--- config.mk ---
export PLATFORM = sky130hd
export DESIGN_NAME = dmem_arbiter
export DESIGN_NICKNAME = d
export VERILOG_FILES = /design/src/rtl/dmem_arb_pkg.sv /design/src/rtl/dmem_arbiter_starve_counter.sv /design/src/rtl/dmem_arbiter.sv
export SDC_FILE = /design/constraint.sdc
export NUM_CORES = 1
export LEC_CHECK = 0
export BUFFER_PORTS_ARGS = -buffer_cell sky130_fd_sc_hd__buf_4
export CORE_MARGIN = 2
export CORE_UTILIZATION = 30
export CTS_BUF_LIST = sky130_fd_sc_hd__clkbuf_2
export CTS_CLUSTER_SIZE = 30
export DETAILED_ROUTE_END_ITERATION = 12
export GPL_TIMING_DRIVEN = 0
export MAX_ROUTING_LAYER = met4
export PLACE_DENSITY_LB_ADDON = 0.1
export RECOVER_POWER = 50
export SLEW_MARGIN = 15
export SYNTH_ARGS = -nofsm -noshare
export SYNTH_HDL_FRONTEND = slang
export SYNTH_SLANG_ARGS = --single-unit
export TNS_END_PERCENT = 30
--- constraint.sdc ---
create_clock -name clk -period 1.75 [get_ports clk]
set_input_delay 0.0875 -clock clk [delete_from_list [all_inputs] [get_ports clk]]
set_output_delay 0.0875 -clock clk [all_outputs]
set_load 0.005 [all_outputs]
--- src/rtl/dmem_arb_pkg.sv ---
// dmem_arb_pkg: shared types for the data-RAM arbiter.
//   arb_state_t : arbiter FSM state (IDLE issues grants, RD_WAIT waits for
//                 the RAM read data, ACK is the host completion cycle).
package dmem_arb_pkg;

    typedef enum logic [1:0] {
        IDLE,
        RD_WAIT,
        ACK
    } arb_state_t;

endpackage

--- src/rtl/dmem_arbiter_starve_counter.sv ---
// starve_counter: saturating host-wait counter.
//   clk, reset_n : clock, asynchronous active-low reset
//   clr          : clear to zero (takes priority over inc)
//   inc          : count up by one, holding at max_wait
//   at_max       : count has reached max_wait
module starve_counter #(
    parameter int unsigned max_wait = 4
) (
    input  logic clk,
    input  logic reset_n,
    input  logic clr,
    input  logic inc,
    output logic at_max
);

    localparam int unsigned cw = $clog2(max_wait + 1);

    logic [cw-1:0] count;

    assign at_max = (count == cw'(max_wait));

    always_ff @(posedge clk or negedge reset_n) begin
        if (!reset_n) begin
            count <= '0;
        end else if (clr) begin
            count <= '0;
        end else if (inc && !at_max) begin
            count <= count + 1'b1;
        end
    end

endmodule

--- src/rtl/dmem_arbiter.sv ---
// dmem_arbiter: shares the single-port synchronous data RAM between the core
// (TOS-addressed load/store) and a host/debug port. Host accesses use free
// cycles, or steal one cycle from a busy core after max_wait cycles of waiting.
//   core_mem_read/write, core_daddr, core_dD : core memory request
//   core_mem_read_g/write_g                  : core enables, gated on a steal
//   wait_state                               : core stall (combinational)
//   host_req/we/addr/wdata                   : host request, held until ack
//   host_ack, host_rdata                     : completion pulse and read data
//   daddr, dwrite, dD, dQ                    : RAM port (dQ one cycle late)
module dmem_arbiter #(
    parameter int unsigned width       = 16,
    parameter int unsigned daddr_width = 8,
    parameter int unsigned max_wait    = 4
) (
    input  logic                   clk,
    input  logic                   reset_n,
    input  logic                   core_mem_read,
    input  logic                   core_mem_write,
    input  logic [daddr_width-1:0] core_daddr,
    input  logic [width-1:0]       core_dD,
    output logic                   core_mem_read_g,
    output logic                   core_mem_write_g,
    output logic                   wait_state,
    input  logic                   host_req,
    input  logic                   host_we,
    input  logic [daddr_width-1:0] host_addr,
    input  logic [width-1:0]       host_wdata,
    output logic                   host_ack,
    output logic [width-1:0]       host_rdata,
    output logic [daddr_width-1:0] daddr,
    output logic                   dwrite,
    output logic [width-1:0]       dD,
    input  logic [width-1:0]       dQ
);

    import dmem_arb_pkg::*;

    arb_state_t state;
    logic       core_busy;
    logic       rd_pending;
    logic       grant;
    logic       forced;
    logic       at_max;

    assign core_busy = core_mem_read | core_mem_write;

    // rd_pending marks the cycle in which the core consumes dQ from its own
    // read; stealing the port then would hand it the host's data instead.
    assign grant  = (state == IDLE) && host_req && !rd_pending &&
                    (!core_busy || at_max);
    assign forced = grant && core_busy;

    assign wait_state       = forced;
    assign core_mem_read_g  = core_mem_read  && !forced;
    assign core_mem_write_g = core_mem_write && !forced;

    assign daddr  = grant ? host_addr  : core_daddr;
    assign dwrite = grant ? host_we    : core_mem_write_g;
    assign dD     = grant ? host_wdata : core_dD;

    starve_counter #(
        .max_wait(max_wait)
    ) u_starve (
        .clk    (clk),
        .reset_n(reset_n),
        .clr    (grant),
        .inc    ((state == IDLE) && host_req && !grant),
        .at_max (at_max)
    );

    always_ff @(posedge clk or negedge reset_n) begin
        if (!reset_n) begin
            state      <= IDLE;
            rd_pending <= 1'b0;
            host_ack   <= 1'b0;
            host_rdata <= '0;
        end else begin
            rd_pending <= core_mem_read_g;
            host_ack   <= 1'b0;
            case (state)
                IDLE: begin
                    if (grant) begin
                        if (host_we) begin
                            state    <= ACK;
                            host_ack <= 1'b1;
                        end else begin
                            state <= RD_WAIT;
                        end
                    end
                end
                RD_WAIT: begin
                    host_rdata <= dQ;
                    host_ack   <= 1'b1;
                    state      <= ACK;
                end
                ACK: begin
                    state <= IDLE;
                end
                default: begin
                    state <= IDLE;
                end
            endcase
        end
    end

endmodule

==> impl_metrics.csv, run 1 <==
group,metric,value,unit
cells_and_area,nets,311,
pwr,p_clk_frac,0.079,
worst_setup_path,worstSetupStartpointType,"flip-flop",
route,wire_per_inst,12.9,um
route,num_vias,1322,
worst_setup_path,rr_startpoint,"u_starve.count[1]",
grt,grt_overflow_total,0,
timing,fin_crit_sh,1.20,
timing,clock_skew,0.000660,ns
route,wl_met3,330,um
worst_setup_path,crit_path_max_fanout,7,
worst_setup_path,crit_type,"reg -> out",
worst_setup_path,critPathTopFamily,"simple AND/OR/NAND/NOR gates",
route,via_per_inst,4.59,
pwr,p_per_area,987,nW/um2
cells_and_area,syn_to_final_growth,103,%
worst_setup_path,crit_buf_inv,3,
clock_network,cts_tree,"done",
synthesis,ys_ff_latch,23,
synthesis,synth-warning-count,0,
clock_network,clockRootBuffer,"clkbuf_2",
clock_network,clk_latency,0.31,ns
worst_setup_path,critPathCaptureType,"output port",
worst_setup_path,cp.depth,6,
pwr,power.leakage,1.30,nW
synthesis,netlist_area,1270,um2
route,drt_iter0_drc,8,
timing,relSlewSlack,0.220,
pwr,switching_power,757,uW
timing,fin_crit,2.10,ns
status,violations,"negative setup slack",
route,wirelength,3720,um
cells_and_area,instances_no_fill,288,
min_path,min_path_type,"in -> reg",
die,start_util,0.316,
die,io_pins,115,
place,gp_congestion,0.737,
worst_setup_path,max_stage_delay,0.42,ns
timing,finalMaxSlewViolations,0,
timing,setup_viol,28,
synthesis,synth.distinct_cells,24,
grt,grt.total_usage,0.162,
synthesis,synthCells,97,
pwr,seqPwrFrac,0.351,
die,fp.dieW,69.1,um
route,dr.max_layer_used,"met4",
clock_network,clock_sinks,23,
die,core,4030,um2
grt,grt_first_pass_wirelength,6240,um
pwr,p_total,2.54,mW
worst_setup_path,reg2regPathDepth,8,
pwr,power.share.switching,0.297,
grt,grt_pass1_vias,1435,
grt,antenna_found_initial,0,
cells_and_area,final_area,2580,um2
route,first_pass_iters,3,
worst_setup_path,worstSetupEndpoint,"dD[9]",
synthesis,synthesis.nets,169,
cells_and_area,antenna_cells,0,
clock_network,htreeDepth,1,
worst_setup_path,required,1.66,ns
place,place_area,2190,um2
synthesis,synth_top_area_frac,0.453,
place,numPortBuffers,114,
cells_and_area,finish.utilization,0.640,
clock_network,cts_made_buffers,3,
timing,hold_viol,0,
timing,max_freq,477,MHz
worst_setup_path,cp_common_cell,"buf_6",
route,routed-wl-met2,2030,um
route,drtAntennaViolNets,0,
route,drc,0,
grt,grt_max_degree,24,
pwr,power_frac_comb,0.569,
die,rows,23,
timing,tightest_slew,1.17,ns
worst_setup_path,critPathLaunch,"state[0]",
pwr,peakVddDrop,0.516,mV
worst_setup_path,r2r-end,"state[1]",
timing,worst_slack,-0.346,ns
synthesis,ys_seq_area_frac,0.453,
synthesis,synthTopCellsByArea,"dfrtp_1 45%, mux2_2 32%, mux2_1 5.3%",
cells_and_area,fill_cells,336,
place,hpwl,2830,um
worst_setup_path,worst_ep_arrival_time,2.01,ns
timing,rsz0062_at_grt,"true",
die,fp.dieH,69.1,um
die,die_area,4770,um2
synthesis,avgSynthCellArea,13.1,um2
cells_and_area,layout-drive-gt1-share,0.748,
worst_setup_path,reg2reg_slack,0.16,ns
worst_setup_path,crit_path_top_delay_cell,"or3b_4",
status,status,"finished with violations",
job,cap_violations,0,
pwr,power.internal,1.79,mW
clock_network,clk_path_buf_depth,2,
synthesis,synth_top_cell_by_area,"dfrtp_1",
clock_network,cts.reportedPaths.clkPinSlew,0.19,ns
worst_setup_path,cp_cell_sequence,"or3b_4, nor3_4, buf_6, buf_8, mux2_4, buf_6",
route,wirelength_met1,1340,um
place,dp.cells,261,
==> layer usage <==
metal / vias up / global-route usage
met5: - / -
met4: 0 / 0.0283
met3: 2 / 0.0497
met2: 71 / 0.296
met1: 618 / 0.174
li1: 631 / -
==> flip-flops by register name, summed over array words and instances, names as in the netlist <==
| register | cells |
|---|---|
| u_starve.count | 3 |
| host_rdata | 16 |
| state | 2 |
| host_ack | 1 |
| rd_pending | 1 |
==> per-stage QoR <==
stage	setup WS (ns)	hold WS (ns)	TNS, ns
after CTS	-0.443	0.0377	-11.25
after global placement	-0.249	-0.0102	-3.39
after detailed placement	-0.253	-0.00733	-3.62
final	-0.346	0.0705	-8.56
after floorplan	-0.0154	-0.208	-0.0925
after global routing	-0.464	0.0273	-11.85
==> final cells by class <==
cell class / instances / area, um2 / share of cell area
Inverter: 4 / 15.0 / 0.00582
Buffer: 5 / 43.8 / 0.0170
Tap cell: 50 / 62.6 / 0.0243
Sequential cell: 23 / 576 / 0.223
Timing Repair Buffer: 138 / 1140 / 0.442
Multi-Input combinational cell: 64 / 723 / 0.280
Clock buffer: 4 / 20.0 / 0.00776
==> logic make-up (layout without fill, tap and decap cells) <==
family	after synthesis	count (layout)	share of synthesized area
mux	42	42	0.372
compound gates	9	9	0.0541
buf+inv	10	151	0.0462
fa+ha+maj	2	2	0.0197
simple gates	11	11	0.0551
flops	23	23	0.453
==> how the worst min path moves through the flow <==
stage | startpoint | endpoint | slack (ns) | cells after the start
final | core_mem_read | rd_pending | 0.07 | 2
after global routing | core_mem_read | rd_pending | 0.03 | 2
after CTS | core_mem_read | rd_pending | 0.04 | 2
after detailed placement | reset_n | host_rdata[6] | -0.007 | 1
after global placement | reset_n | host_rdata[7] | -0.01 | 1
after floorplan | reset_n | host_ack | -0.21 | 0
==> Yosys cell counts <==
master     instances
a221oi_1           1
o22ai_1            1
a31o_2             1
inv_1              4
mux2_2            36
ha_1               2
buf_2              1
nor2b_1            3
a22o_1             1
clkbuf_2           1
a21o_1             2
buf_4              2
a2bb2oi_1          1
nor2_1             2
or3b_1             1
buf_1              1
o21a_1             1
mux2_1             6
nand2b_1           2
buf_8              1
nor3_2             1
nor4_1             2
a21oi_1            1
dfrtp_1           23
==> power by group through the flow <==
stage          Sequential (mW)  Clock (mW)  Combinational (mW)
2_1_floorplan            0.904           0               0.551
3_5_place_dp             0.903           0                1.23
5_1_grt                  0.929       0.236                1.55
6_report                 0.893       0.202                1.45
4_1_cts                  0.894       0.213                1.43
3_3_place_gp             0.886           0                1.19
==> timing repair <==
| action | CTS | global route |
|---|---|---|
| hold endpoints to repair | 42 | 0 |
| gates resized for setup | 30 | 6 |
| buffers inserted | 5 | 1 |
| cloned | 0 | 0 |
| hold buffers | 18 | 0 |
| endpoints found under the setup margin | 28 | 36 |
| pin swaps | 2 | 2 |
==> layout by cell type, fill, tap and decap left out <==
| master | netlist | layout |
|---|---|---|
| nor2_1 | 2 | 2 |
| a31o_2 | 1 | 1 |
| clkbuf_1 | 0 | 1 |
| buf_2 | 1 | 1 |
| inv_1 | 4 | 2 |
| nor2b_1 | 3 | 2 |
| nor2b_2 | 0 | 1 |
| buf_12 | 0 | 1 |
| ha_4 | 0 | 1 |
| clkbuf_4 | 0 | 8 |
| a21oi_1 | 1 | 1 |
| ha_1 | 2 | 1 |
| dlygate4sd3_1 | 0 | 18 |
| dfrtp_1 | 23 | 23 |
| buf_6 | 0 | 14 |
| a221oi_1 | 1 | 1 |
| mux2_2 | 36 | 30 |
| clkbuf_2 | 1 | 5 |
| a21o_1 | 2 | 2 |
| o21a_1 | 1 | 1 |
| a22o_1 | 1 | 1 |
| nand2b_1 | 2 | 2 |
| inv_2 | 0 | 2 |
| or3b_4 | 0 | 1 |
| nor4_1 | 2 | 2 |
| buf_8 | 1 | 1 |
| nor3_4 | 0 | 1 |
| o22ai_1 | 1 | 1 |
| buf_4 | 2 | 98 |
| mux2_4 | 0 | 12 |
| a2bb2oi_4 | 0 | 1 |
Power figures use the tool's default switching activity.
==> run 2: changes to the inputs <==
SETUP_SLACK_MARGIN = 0.1   (was not set)
==> run 2 against run 1 <==
- the run still ends with negative setup slack left
- clock skew grew 0.0089 ns
- highest routed layer unchanged
- utilization rose by 0.25 points
- sequential share of layout area down 0.086 points
- die area unchanged
==> impl_metrics.csv, run 2 (synthesis gave the netlist of run 1 again) <==
group,metric,value,unit
cells_and_area,layout-drive-gt1-share,0.738,
job,cap_violations,0,
grt,grt_pass1_vias,1491,
cells_and_area,antenna_cells,0,
cells_and_area,mostFrequentLayoutCells,"95 x buf_4, 30 x mux2_2, 23 x dfrtp_1, 18 x dlygate4sd3_1, 14 x buf_6",
route,num_vias,1328,
clock_network,clock_sinks,23,
worst_setup_path,cp.depth,7,
die,core,4030,um2
die,io_pins,115,
timing,max_freq,451,MHz
die,fp.dieW,69.1,um
route,wirelength,4020,um
place,numPortBuffers,114,
place,place_ws,-0.181,ns
route,drtAntennaViolNets,0,
pwr,p_total,2.54,mW
grt,grt_overflow_total,0,
timing,hold_viol,0,
route,wire_per_inst,14.0,um
pwr,power.leakage,1.30,nW
worst_setup_path,required,1.66,ns
worst_setup_path,critPathCaptureType,"output port",
status,violations,"negative setup slack",
worst_setup_path,max_stage_delay,0.43,ns
timing,finalMaxSlewViolations,0,
clock_network,clk_path_buf_depth,2,
worst_setup_path,worstSetupStartpointType,"flip-flop",
worst_setup_path,worst_ep_arrival_time,2.13,ns
pwr,peakVddDrop,0.396,mV
timing,fin_crit_sh,1.27,
die,start_util,0.316,
worst_setup_path,crit_type,"reg -> out",
timing,relSlewSlack,0.181,
timing,setup_viol,28,
worst_setup_path,crit_path_max_fanout,5,
grt,grt.total_usage,0.174,
grt,grt_first_pass_wirelength,6690,um
worst_setup_path,crit_path_top_delay_cell,"dfrtp_1",
pwr,p_per_area,983,nW/um2
cells_and_area,final_common_cell,"buf_4",
cells_and_area,largest_reg_flops,16,
timing,worst_slack,-0.469,ns
clock_network,htreeDepth,1,
worst_setup_path,reg2regPathDepth,5,
cells_and_area,nets,310,
cells_and_area,fill_cells,320,
die,rows,23,
route,drt_iter0_drc,32,
grt,grt_max_degree,24,
status,status,"finished with violations",
clock_network,cts.reportedPaths.clkPinSlew,0.22,ns
route,via_per_inst,4.63,
die,die_area,4770,um2
clock_network,cts_made_buffers,3,
min_path,min_path_type,"in -> reg",
timing,fin_crit,2.22,ns
place,gp_congestion,0.717,
clock_network,cts_tree,"done",
cells_and_area,top_register,"host_rdata",
cells_and_area,top_regs,"host_rdata (16), u_starve.count (3), state (2)",
grt,antenna_found_initial,0,
clock_network,clockRootBuffer,"clkbuf_2",
die,fp.dieH,69.1,um
cells_and_area,syn_to_final_growth,104,%
timing,clock_skew,0.00955,ns
clock_network,clk_latency,0.32,ns
worst_setup_path,critPathTopFamily,"buffers and inverters",
worst_setup_path,crit_buf_inv,4,
timing,rsz0062_at_grt,"true",
worst_setup_path,cp_cell_sequence,"or3b_1, clkbuf_8, nor3_4, buf_6, buf_12, mux2_2, buf_4",
min_path,holdPathStages,2,
route,first_pass_iters,4,
timing,tightest_slew,1.23,ns
route,drc,0,
place,hpwl,3210,um
run 2: stage by stage:
stage,utilization,TNS (ns),instances,hold WS (ns),instance area [um2]
2_1_floorplan,-,0,97,-0.208,1310
3_3_place_gp,0.554,-1.70,261,-0.0119,2230
3_5_place_dp,0.554,-1.99,261,-0.00637,2230
4_1_cts,0.639,-12.53,287,0.0308,2580
5_1_grt,0.643,-15.40,287,0.0124,2590
6_report,0.643,-11.87,287,0.0668,2590
run 2: final cells by class:
type                            count  area, um2  area share
Timing Repair Buffer              136       1140       0.439
Multi-Input combinational cell     64        717       0.277
Sequential cell                    23        576       0.222
Buffer                              6       62.6      0.0242
Tap cell                           50       62.6      0.0242
Clock buffer                        3       15.0     0.00580
Inverter                            4       15.0     0.00580
Clock inverter                      1       5.00     0.00193
run 2: final timing paths:
kind	slack, ns	end	startpoint
max	-0.47	daddr[1]	state[1]
min	0.07	rd_pending	core_mem_read
max reg2reg	0.09	u_starve.count[0]	state[1]
min reg2reg	0.54	host_rdata[10]	host_rdata[10]
max in group asynchronous	0.51	rd_pending	reset_n
min in group asynchronous	0.52	host_rdata[4]	reset_n
run 2: metal layers:
| layer | share of wire | track usage | vias to the layer above |
|---|---|---|---|
| met2 | 0.53 | 0.318 | 73 |
| li1 | - | - | 630 |
| met3 | 0.084 | 0.0395 | 4 |
| met4 | 0.0077 | 0.0414 | 0 |
| met1 | 0.37 | 0.190 | 621 |
| met5 | 0 | - | - |
run 2: power by group:
| part | internal, mW | leakage [nW] | switching (mW) |
|---|---|---|---|
| logic | 0.961 | 1.00 | 0.477 |
| clock network | 0.0519 | 0.0164 | 0.153 |
| registers | 0.758 | 0.281 | 0.143 |
| total | 1.77 | 1.30 | 0.773 |
run 2: timing repair:
action | CTS | global route
hold buffers | 18 | 0
gates resized for setup | 22 | 4
hold endpoints to repair | 42 | 0
endpoints found under the setup margin | 39 | 33
buffers inserted | 4 | 0
